[config.mk]
export PLATFORM = sky130hd
export DESIGN_NAME = wide_add_seq
export DESIGN_NICKNAME = d
export VERILOG_FILES = /design/src/rtl/wide_add_seq.sv
export SDC_FILE = /design/constraint.sdc
export NUM_CORES = 1
export LEC_CHECK = 0
export ABC_AREA = 1
export BUFFER_PORTS_ARGS = -buffer_cell sky130_fd_sc_hd__buf_4
export CAP_MARGIN = 30
export CORE_UTILIZATION = 55
export DETAILED_ROUTE_END_ITERATION = 12
export MAX_ROUTING_LAYER = met4
export PLACE_DENSITY_LB_ADDON = 0.1
export SLEW_MARGIN = 20
export SYNTH_ARGS = -nofsm -noshare
export SYNTH_HDL_FRONTEND = slang
export SYNTH_SLANG_ARGS = --single-unit
[constraint.sdc]
create_clock -name clk -period 5.7 [get_ports clk]
set_input_delay 0.855 -clock clk [delete_from_list [all_inputs] [get_ports clk]]
set_output_delay 0.855 -clock clk [all_outputs]
set_load 0.01 [all_outputs]
[src/rtl/wide_add_seq.sv]
`default_nettype none
// ============================================================================
// Module   : wide_add_seq
// Purpose  : Multi-cycle wide adder. A WIDTH*WORDS-bit addition is done one
//            WIDTH-bit slice per cycle on a single shared carry-lookahead
//            adder (cla). The carry between slices is held in a register.
//            Optional subtract mode via macro WIDE_ADD_SEQ_SUB_EN.
// Ports    : clk       - clock, rising edge
//            rst_n     - asynchronous active-low reset
//            in_valid  - request valid        in_ready - request accepted
//            in_a/in_b - operands             in_cin   - request carry-in
//            in_sub    - subtract (only with WIDE_ADD_SEQ_SUB_EN)
//            out_valid - result valid         out_ready - consumer ready
//            out_sum   - registered sum       out_cout  - registered carry-out
// Revision : 1.0 - initial release
// ============================================================================

// Carry-lookahead adder: full lookahead inside each 4-bit group, groups
// chained. Each group owns its carry-in signal so no vector feeds itself.
module cla #(
  parameter int WIDTH = 32
) (
  input  logic [WIDTH-1:0] a,
  input  logic [WIDTH-1:0] b,
  input  logic             cin,
  output logic [WIDTH-1:0] sum,
  output logic             cout
);
  localparam int c_groups = WIDTH / 4;

  for (genvar gi = 0; gi < c_groups; gi++) begin : g_grp
    logic [3:0] w_g;
    logic [3:0] w_p;
    logic [4:1] w_c;
    logic       w_ci;

    if (gi == 0) begin : g_first
      assign w_ci = cin;
    end else begin : g_next
      assign w_ci = g_grp[gi-1].w_c[4];
    end

    assign w_g = a[gi*4 +: 4] & b[gi*4 +: 4];
    assign w_p = a[gi*4 +: 4] ^ b[gi*4 +: 4];

    assign w_c[1] = w_g[0] | (w_p[0] & w_ci);
    assign w_c[2] = w_g[1] | (w_p[1] & w_g[0]) | (w_p[1] & w_p[0] & w_ci);
    assign w_c[3] = w_g[2] | (w_p[2] & w_g[1]) | (w_p[2] & w_p[1] & w_g[0])
                  | (w_p[2] & w_p[1] & w_p[0] & w_ci);
    assign w_c[4] = w_g[3] | (w_p[3] & w_g[2]) | (w_p[3] & w_p[2] & w_g[1])
                  | (w_p[3] & w_p[2] & w_p[1] & w_g[0])
                  | (w_p[3] & w_p[2] & w_p[1] & w_p[0] & w_ci);

    assign sum[gi*4 +: 4] = w_p ^ {w_c[3:1], w_ci};
  end

  assign cout = g_grp[c_groups-1].w_c[4];
endmodule

module wide_add_seq #(
  parameter int WIDTH = 32,
  parameter int WORDS = 4
) (
  input  logic                   clk,
  input  logic                   rst_n,
  input  logic                   in_valid,
  output logic                   in_ready,
  input  logic [WIDTH*WORDS-1:0] in_a,
  input  logic [WIDTH*WORDS-1:0] in_b,
  input  logic                   in_cin,
`ifdef WIDE_ADD_SEQ_SUB_EN
  input  logic                   in_sub,
`endif
  output logic                   out_valid,
  input  logic                   out_ready,
  output logic [WIDTH*WORDS-1:0] out_sum,
  output logic                   out_cout
);
  localparam int                IDXW       = $clog2(WORDS);
  localparam logic [IDXW-1:0]   c_last_idx = IDXW'(WORDS - 1);

  typedef enum logic [1:0] {
    IDLE = 2'd0,
    RUN  = 2'd1,
    DONE = 2'd2
  } state_t;

  state_t                 r_state;
  state_t                 w_next;
  logic                   w_accept;
  logic                   w_step;
  logic                   w_last;

  logic [WIDTH*WORDS-1:0] r_a;
  logic [WIDTH*WORDS-1:0] r_b;
  logic                   r_carry;
  logic [IDXW-1:0]        r_idx;
  logic [WIDTH*WORDS-1:0] r_sum;
  logic                   r_cout;
  logic                   r_in_ready;
  logic                   r_out_valid;

  logic [WIDTH*WORDS-1:0] w_b_eff;
  logic                   w_cin_eff;
  logic [WIDTH-1:0]       w_a_slc;
  logic [WIDTH-1:0]       w_b_slc;
  logic [WIDTH-1:0]       w_cla_sum;
  logic                   w_cla_cout;

  // Subtraction is a + ~b + 1: invert b and force the initial carry at the
  // handshake so the slice loop itself is identical for both modes.
`ifdef WIDE_ADD_SEQ_SUB_EN
  assign w_b_eff   = in_sub ? ~in_b : in_b;
  assign w_cin_eff = in_sub ? 1'b1 : in_cin;
`else
  assign w_b_eff   = in_b;
  assign w_cin_eff = in_cin;
`endif

  assign w_a_slc = r_a[int'(r_idx)*WIDTH +: WIDTH];
  assign w_b_slc = r_b[int'(r_idx)*WIDTH +: WIDTH];

  cla #(.WIDTH(WIDTH)) u_cla (
    .a    (w_a_slc),
    .b    (w_b_slc),
    .cin  (r_carry),
    .sum  (w_cla_sum),
    .cout (w_cla_cout)
  );

  always_ff @(posedge clk or negedge rst_n) begin
    if (!rst_n) begin
      r_state <= IDLE;
    end else begin
      r_state <= w_next;
    end
  end

  always_comb begin
    w_next   = r_state;
    w_accept = 1'b0;
    w_step   = 1'b0;
    w_last   = (r_idx == c_last_idx);
    case (r_state)
      IDLE: begin
        // r_in_ready gates the first cycle after reset release
        if (in_valid && r_in_ready) begin
          w_accept = 1'b1;
          w_next   = RUN;
        end
      end
      RUN: begin
        w_step = 1'b1;
        if (w_last) begin
          w_next = DONE;
        end
      end
      DONE: begin
        if (out_ready) begin
          w_next = IDLE;
        end
      end
      default: w_next = IDLE;
    endcase
  end

  // Handshake flags are registered from the next state so both are low
  // while reset is held and in_ready rises one edge after release.
  always_ff @(posedge clk or negedge rst_n) begin
    if (!rst_n) begin
      r_a         <= '0;
      r_b         <= '0;
      r_carry     <= 1'b0;
      r_idx       <= '0;
      r_sum       <= '0;
      r_cout      <= 1'b0;
      r_in_ready  <= 1'b0;
      r_out_valid <= 1'b0;
    end else begin
      r_in_ready  <= (w_next == IDLE);
      r_out_valid <= (w_next == DONE);
      if (w_accept) begin
        r_a     <= in_a;
        r_b     <= w_b_eff;
        r_carry <= w_cin_eff;
        r_idx   <= '0;
      end else if (w_step) begin
        r_sum[int'(r_idx)*WIDTH +: WIDTH] <= w_cla_sum;
        r_carry                           <= w_cla_cout;
        if (w_last) begin
          r_cout <= w_cla_cout;
          r_idx  <= '0;
        end else begin
          r_idx  <= r_idx + 1'b1;
        end
      end
    end
  end

  assign in_ready  = r_in_ready;
  assign out_valid = r_out_valid;
  assign out_sum   = r_sum;
  assign out_cout  = r_cout;
endmodule
`default_nettype wire
==> impl_metrics.json, run 1 <==
{
  "tns_ns": 0,
  "fill_cells": 2328,
  "syn_to_final_growth_pct": 26.6,
  "r2r-end": "out_sum[57]",
  "worstSetupStartpointType": "flip-flop",
  "grt_max_degree": 166,
  "p_per_area_mw_per_mm2": 704,
  "path_common_cell": "nand2_4",
  "tightest_slew_ns": 1.01,
  "hold_path.class": "in2async",
  "place.gp.congestion": 0.870,
  "start_util": 0.559,
  "crit_path_end_kind": "flip-flop",
  "h-tree-depth": 2,
  "required_ns": 6.06,
  "dp_slack_ns": 1.26,
  "status": "completed",
  "ys_types": 33,
  "core_mm2": 0.0316,
  "drive_gt1_frac": 0.387,
  "cts_resized": 0,
  "max-clock-path-buffers": 3,
  "grt_first_pass_wirelength_um": 75300,
  "cts.sinks": 392,
  "synth_ff_type": "dfrtp_1",
  "async_flop_share": 1.00,
  "die_y_um": 181,
  "synth_nets": 1921,
  "post-cts-setup-buffers": 0,
  "p_leak_nw": 10.7,
  "routedWlPerCell_um": 20.1,
  "ys_seq_area_frac": 0.555,
  "die-area_mm2": 0.0329,
  "r2r-start": "r_idx[0]",
  "first_pass_iters": 7,
  "clockRootBuffer": "clkbuf_16",
  "fin_ws_ns": 1.31,
  "reg2reg_slack_ns": 1.31,
  "layout.nets": 2275,
  "num_rows": 65,
  "cpPeakStageDelay_ns": 0.65,
  "crit_chain": "inv_4, o21ai_0, o22ai_1, ha_1, nand3_1, nand3_2, nand2_2, nand2_4, nand2_2, nand2_4, nand2_2, nand2_4, nand2_2, nand2_4, nand2_4, nand2_4, nand2_4, nand2_4, fa_1, xnor2_1, nor2_1, nand2_1, o21ai_0",
  "synth-edff-count": 0,
  "period_minus_slack_ns": 4.39,
  "insertion_delay_ns": 0.53,
  "overflow": 0,
  "max_freq_mhz": 228,
  "finClkSkew_ns": 0.0197,
  "synth_seq_cells": 392,
  "numCtsBuffers": 41,
  "grt_use_total": 0.304,
  "pin_count": 392,
  "hold_viol": 0,
  "avgSynthCellArea_um2": 11.0,
  "seqCellArea_mm2": 0.00981,
  "drt-total-wl_um": 48500,
  "finish.utilization": 0.708,
  "rsz0062_at_grt": "no",
  "fin_cells": 2408,
  "path_buf_inv": 1,
  "antenna_left": 0,
  "port_buffers": 391,
  "final_cell_mix": "405 x buf_4, 390 x dfrtp_1, 256 x mux2_2, 210 x nand2_1, 208 x o21ai_0",
  "drtIter0Drc": 790,
  "post-route-drc-count": 0,
  "hold_buffers": 0,
  "antenna_found_initial": 7,
  "layout_commonest_cell": "buf_4",
  "cap_violations": 0,
  "vias": 13624,
  "crit_family": "simple AND/OR/NAND/NOR gates",
  "viasPerCell": 5.66,
  "multi_input_area_mm2": 0.00737,
  "finalPower_mw": 15.8,
  "cp.arrival_ns": 4.76,
  "slowest_stage": "dfrtp_4",
  "die_w_um": 181,
  "slew_viol_final": 0,
  "timing.slew.headroom": 0.326,
  "setup_viol": 0,
  "synthCells": 1614,
  "cts_tree": "yes",
  "cp_num_cells": 23,
  "hpwlAfterDp_um": 34200,
  "peakVddDrop_uv": 373,
  "min_period_over_period": 0.771,
  "grt_pass1_vias": 13594,
  "worstPathMaxFanout": 82,
  "rr_worst_depth": 23,
  "placed_cells": 2326,
  "ys_warn_count": 0,
  "cts.reportedPaths.clkPinSlew_ns": 0.06,
  "mappedNetlistArea_mm2": 0.0177,
  "critPathKind": "reg2reg"
}
[registers in the layout, summed over array words and instances, names as in the netlist]
| name | count |
|---|---|
| out_sum | 128 |
| r_a | 128 |
| r_b | 128 |
| r_idx | 2 |
| r_state | 2 |
| in_ready | 1 |
| out_cout | 1 |
| out_valid | 1 |
| r_carry | 1 |
[routing by layer]
metal	wire length [um]	up-vias	GRT usage
met5	0	-	-
met4	1000	0	0.0875
met3	3810	63	0.0665
met2	22900	510	0.465
met1	20800	6757	0.410
li1	-	6294	-
[worst max-delay path by stage]
stage / start / endpoint / slack, ns
after floorplan: r_idx[0] / out_sum[93] / 1.80
after global placement: r_idx[0] / out_sum[89] / 1.42
after detailed placement: r_idx[0] / out_sum[61] / 1.26
after CTS: r_idx[0] / out_sum[61] / 1.22
after global routing: r_idx[0] / out_sum[57] / 0.92
final: r_idx[0] / out_sum[57] / 1.31
[final cells by class]
cell class	count	area share
timing repair buffer	411	0.141
inverter	39	0.00665
tap	402	0.0225
multi-input combinational	1083	0.329
clock buffer	57	0.0544
clock inverter	17	0.00732
antenna	7	0.000782
sequential	392	0.438
[cells in the mapped netlist (all sizes together) (7+ instances only)]
| library cell | number | area, um^2 |
|---|---|---|
| dfrtp | 392 | 9810 |
| mux2 | 256 | 2880 |
| nand2 | 230 | 968 |
| o21ai | 209 | 1050 |
| nor2 | 166 | 636 |
| clkbuf | 93 | 349 |
| o22ai | 66 | 413 |
| inv | 39 | 146 |
| ha | 38 | 475 |
| nand3 | 35 | 185 |
| a22o | 19 | 166 |
| a21oi | 14 | 73.8 |
| nand4 | 10 | 62.6 |
| xnor2 | 10 | 87.6 |
| a32o | 8 | 80.1 |
| fa | 8 | 160 |
| buf | 7 | 30.0 |
[stage by stage]
stage | hold slack [ns] | area (um^2)
6_report | 0.381 | 22400
5_1_grt | 0.468 | 22400
4_1_cts | 0.439 | 22400
3_5_place_dp | 0.466 | 21000
3_3_place_gp | 0.466 | 21000
2_1_floorplan | 0.474 | 17700
[logic make-up (layout without fill, tap and decap cells)]
logic type                 count (synthesis)  count (layout)  synth area share
buffers and inverters                    139             524            0.0297
AOI/OAI and AO/OA                        318             318             0.102
and+or+nand+nor                          449             449             0.108
other                                      0               7                 0
DFF                                      392             392             0.555
muxes                                    256             256             0.163
xor gates and xnor gates                  14              14           0.00736
adders and majority gates                 46              46            0.0359
[power breakdown]
part / total (mW) / internal [mW] / leakage [nW] / switching (mW)
Combinational: 8.31 / 3.32 / 5.16 / 4.99
Sequential: 4.75 / 4.01 / 4.88 / 0.735
Clock: 2.70 / 1.59 / 0.674 / 1.11
Total: 15.8 / 8.93 / 10.7 / 6.83
Power figures use the tool's default switching activity.
==> run 2, diff against run 1 <==
--- a/config.mk
+++ b/config.mk
@@ -8,7 +8,7 @@
 export ABC_AREA = 1
 export BUFFER_PORTS_ARGS = -buffer_cell sky130_fd_sc_hd__buf_4
 export CAP_MARGIN = 30
-export CORE_UTILIZATION = 55
+export CORE_UTILIZATION = 49
 export DETAILED_ROUTE_END_ITERATION = 12
 export MAX_ROUTING_LAYER = met4
 export PLACE_DENSITY_LB_ADDON = 0.1
==> constraint.sdc (replaced) <==
create_clock -name clk -period 3.54 [get_ports clk]
set_input_delay 0.531 -clock clk [delete_from_list [all_inputs] [get_ports clk]]
set_output_delay 0.531 -clock clk [all_outputs]
set_load 0.01 [all_outputs]
==> run 2 against run 1 <==
  * Critical path depth rose by 2
  * Global-route usage fell by 1.8 points
  * Critical path type unchanged
  * Cell count rose by 6.3%
  * Fmax rose by 25%
  * Non-clock buffer count rose by 84
  * Via count rose by 3.4%
  * Sequential power rose by 61%
  * Critical endpoint is now out_sum[61]
  * Hold slack got worse by 0.37 ns
  * Sequential share of layout area fell by 2.8 points
  * Sequential cell count did not move
  * Clock skew fell by 0.0045 ns
  * First-iteration DRC count fell by 8.1%
==> impl_metrics.json, run 2 (synthesis results as in run 1) <==
{
  "p_leak_nw": 11.4,
  "status": "completed",
  "multi_input_area_mm2": 0.00767,
  "final_cell_mix": "462 x buf_4, 390 x dfrtp_1, 256 x mux2_2, 206 x nand2_1, 168 x o21ai_0",
  "grt_max_degree": 86,
  "clockRootBuffer": "clkbuf_16",
  "grt_use_total": 0.286,
  "drtIter0Drc": 726,
  "finClkSkew_ns": 0.0153,
  "die_y_um": 192,
  "worstSetupStartpointType": "flip-flop",
  "fin_ws_ns": 0.0332,
  "crit_family": "simple AND/OR/NAND/NOR gates",
  "p_per_area_mw_per_mm2": 1200,
  "place.gp.congestion": 0.861,
  "setup_viol": 0,
  "core_mm2": 0.0356,
  "viasPerCell": 5.51,
  "r2r-start": "r_idx[0]",
  "required_ns": 3.92,
  "routedWlPerCell_um": 20.3,
  "num_rows": 69,
  "tightest_slew_ns": 0.917,
  "cts_tree": "yes",
  "timing.hold.ws_ns": 0.0101,
  "peakVddDrop_uv": 619,
  "min_period_over_period": 0.991,
  "slew_viol_final": 0,
  "seqCellArea_mm2": 0.00981,
  "port_buffers": 391,
  "layout_commonest_cell": "buf_4",
  "cap_violations": 0,
  "dp_slack_ns": -0.135,
  "post-route-drc-count": 0,
  "first_pass_iters": 5,
  "grt_pass1_vias": 13996,
  "hpwlAfterDp_um": 36200,
  "overflow": 0,
  "layout.nets": 2364,
  "max_freq_mhz": 285,
  "cts.sinks": 392,
  "crit_start": "r_idx[0]",
  "antenna_left": 0,
  "worstPathMaxFanout": 8,
  "rsz0062_at_grt": "yes",
  "path_common_cell": "nand2_4",
  "start_util": 0.497,
  "h-tree-depth": 2,
  "slowest_stage": "dfrtp_4",
  "hold_path.class": "in2async",
  "vias": 14090,
  "drive_gt1_frac": 0.436,
  "cpPeakStageDelay_ns": 0.49,
  "antenna_found_initial": 9,
  "insertion_delay_ns": 0.53,
  "cp.arrival_ns": 3.89,
  "grt_first_pass_wirelength_um": 78100,
  "numCtsBuffers": 43,
  "max-clock-path-buffers": 3,
  "critPathKind": "reg2reg",
  "syn_to_final_growth_pct": 35.2,
  "drt-total-wl_um": 52100,
  "crit_path_end_kind": "flip-flop",
  "pin_count": 392,
  "fill_cells": 2733,
  "die-area_mm2": 0.0369,
  "path_buf_inv": 3,
  "cts.reportedPaths.clkPinSlew_ns": 0.06,
  "timing.slew.headroom": 0.388,
  "hold_viol": 0,
  "die_w_um": 192,
  "period_minus_slack_ns": 3.51
}
run 2: cell count changes in the layout (fill, tap and decap cells not counted), sizes merged:
cell	previous run	this run
clkinv	10	8
bufinv	2	4
diode	7	9
clkbuf	57	69
clkinvlp	4	2
buf	411	489
bufbuf	0	2
run 2: final cells by class:
class	instances	share of cell area
antenna	9	0.000942
clock inverter	12	0.00691
clock buffer	65	0.0540
multi-input combinational	1083	0.321
inverter	39	0.00722
tap	461	0.0241
timing repair inverter	3	0.00141
sequential	392	0.410
timing repair buffer	495	0.175
run 2: routing by layer:
layer / global-route usage / up-vias / share of wire
met3: 0.0676 / 94 / 0.075
met2: 0.427 / 492 / 0.46
li1: - / 6502 / -
met5: - / - / 0
met4: 0.111 / 0 / 0.032
met1: 0.378 / 7002 / 0.43
run 2: where the power goes:
part	internal (mW)	switching, mW
sequential	6.47	1.16
clock	2.80	1.78
combinational	7.39	9.08
run 2: final timing paths:
path	to	cells past startpoint	slack (ns)
hold / removal	out_sum[103]	1	0.01
hold reg to reg	out_sum[26]	2	0.48
max in group asynchronous	out_sum[80]	2	2.70
min in group clk	out_valid	2	0.20
setup / recovery	out_sum[61]	25	0.03
setup reg to reg	out_sum[61]	25	0.03
run 2: stage by stage:
step	instance area, um^2	TNS, ns	instances	util	total power, mW
3_3_place_gp	21700	-0.106	2447	0.609	22.0
3_5_place_dp	21700	-0.822	2447	0.609	22.4
5_1_grt	23900	-1.50	2559	0.672	30.7
2_1_floorplan	17700	0	1614	-	16.3
4_1_cts	23400	-0.0514	2534	0.657	27.5
6_report	23900	0	2559	0.672	28.7
run 2: timing repair:
item | CTS | global route
resized for setup | 21 | 105
cloned | 6 | 6
endpoints found under the setup margin | 13 | 57
hold buffers | 0 | 0
pin swaps | 6 | 32
buffers inserted | 4 | 10
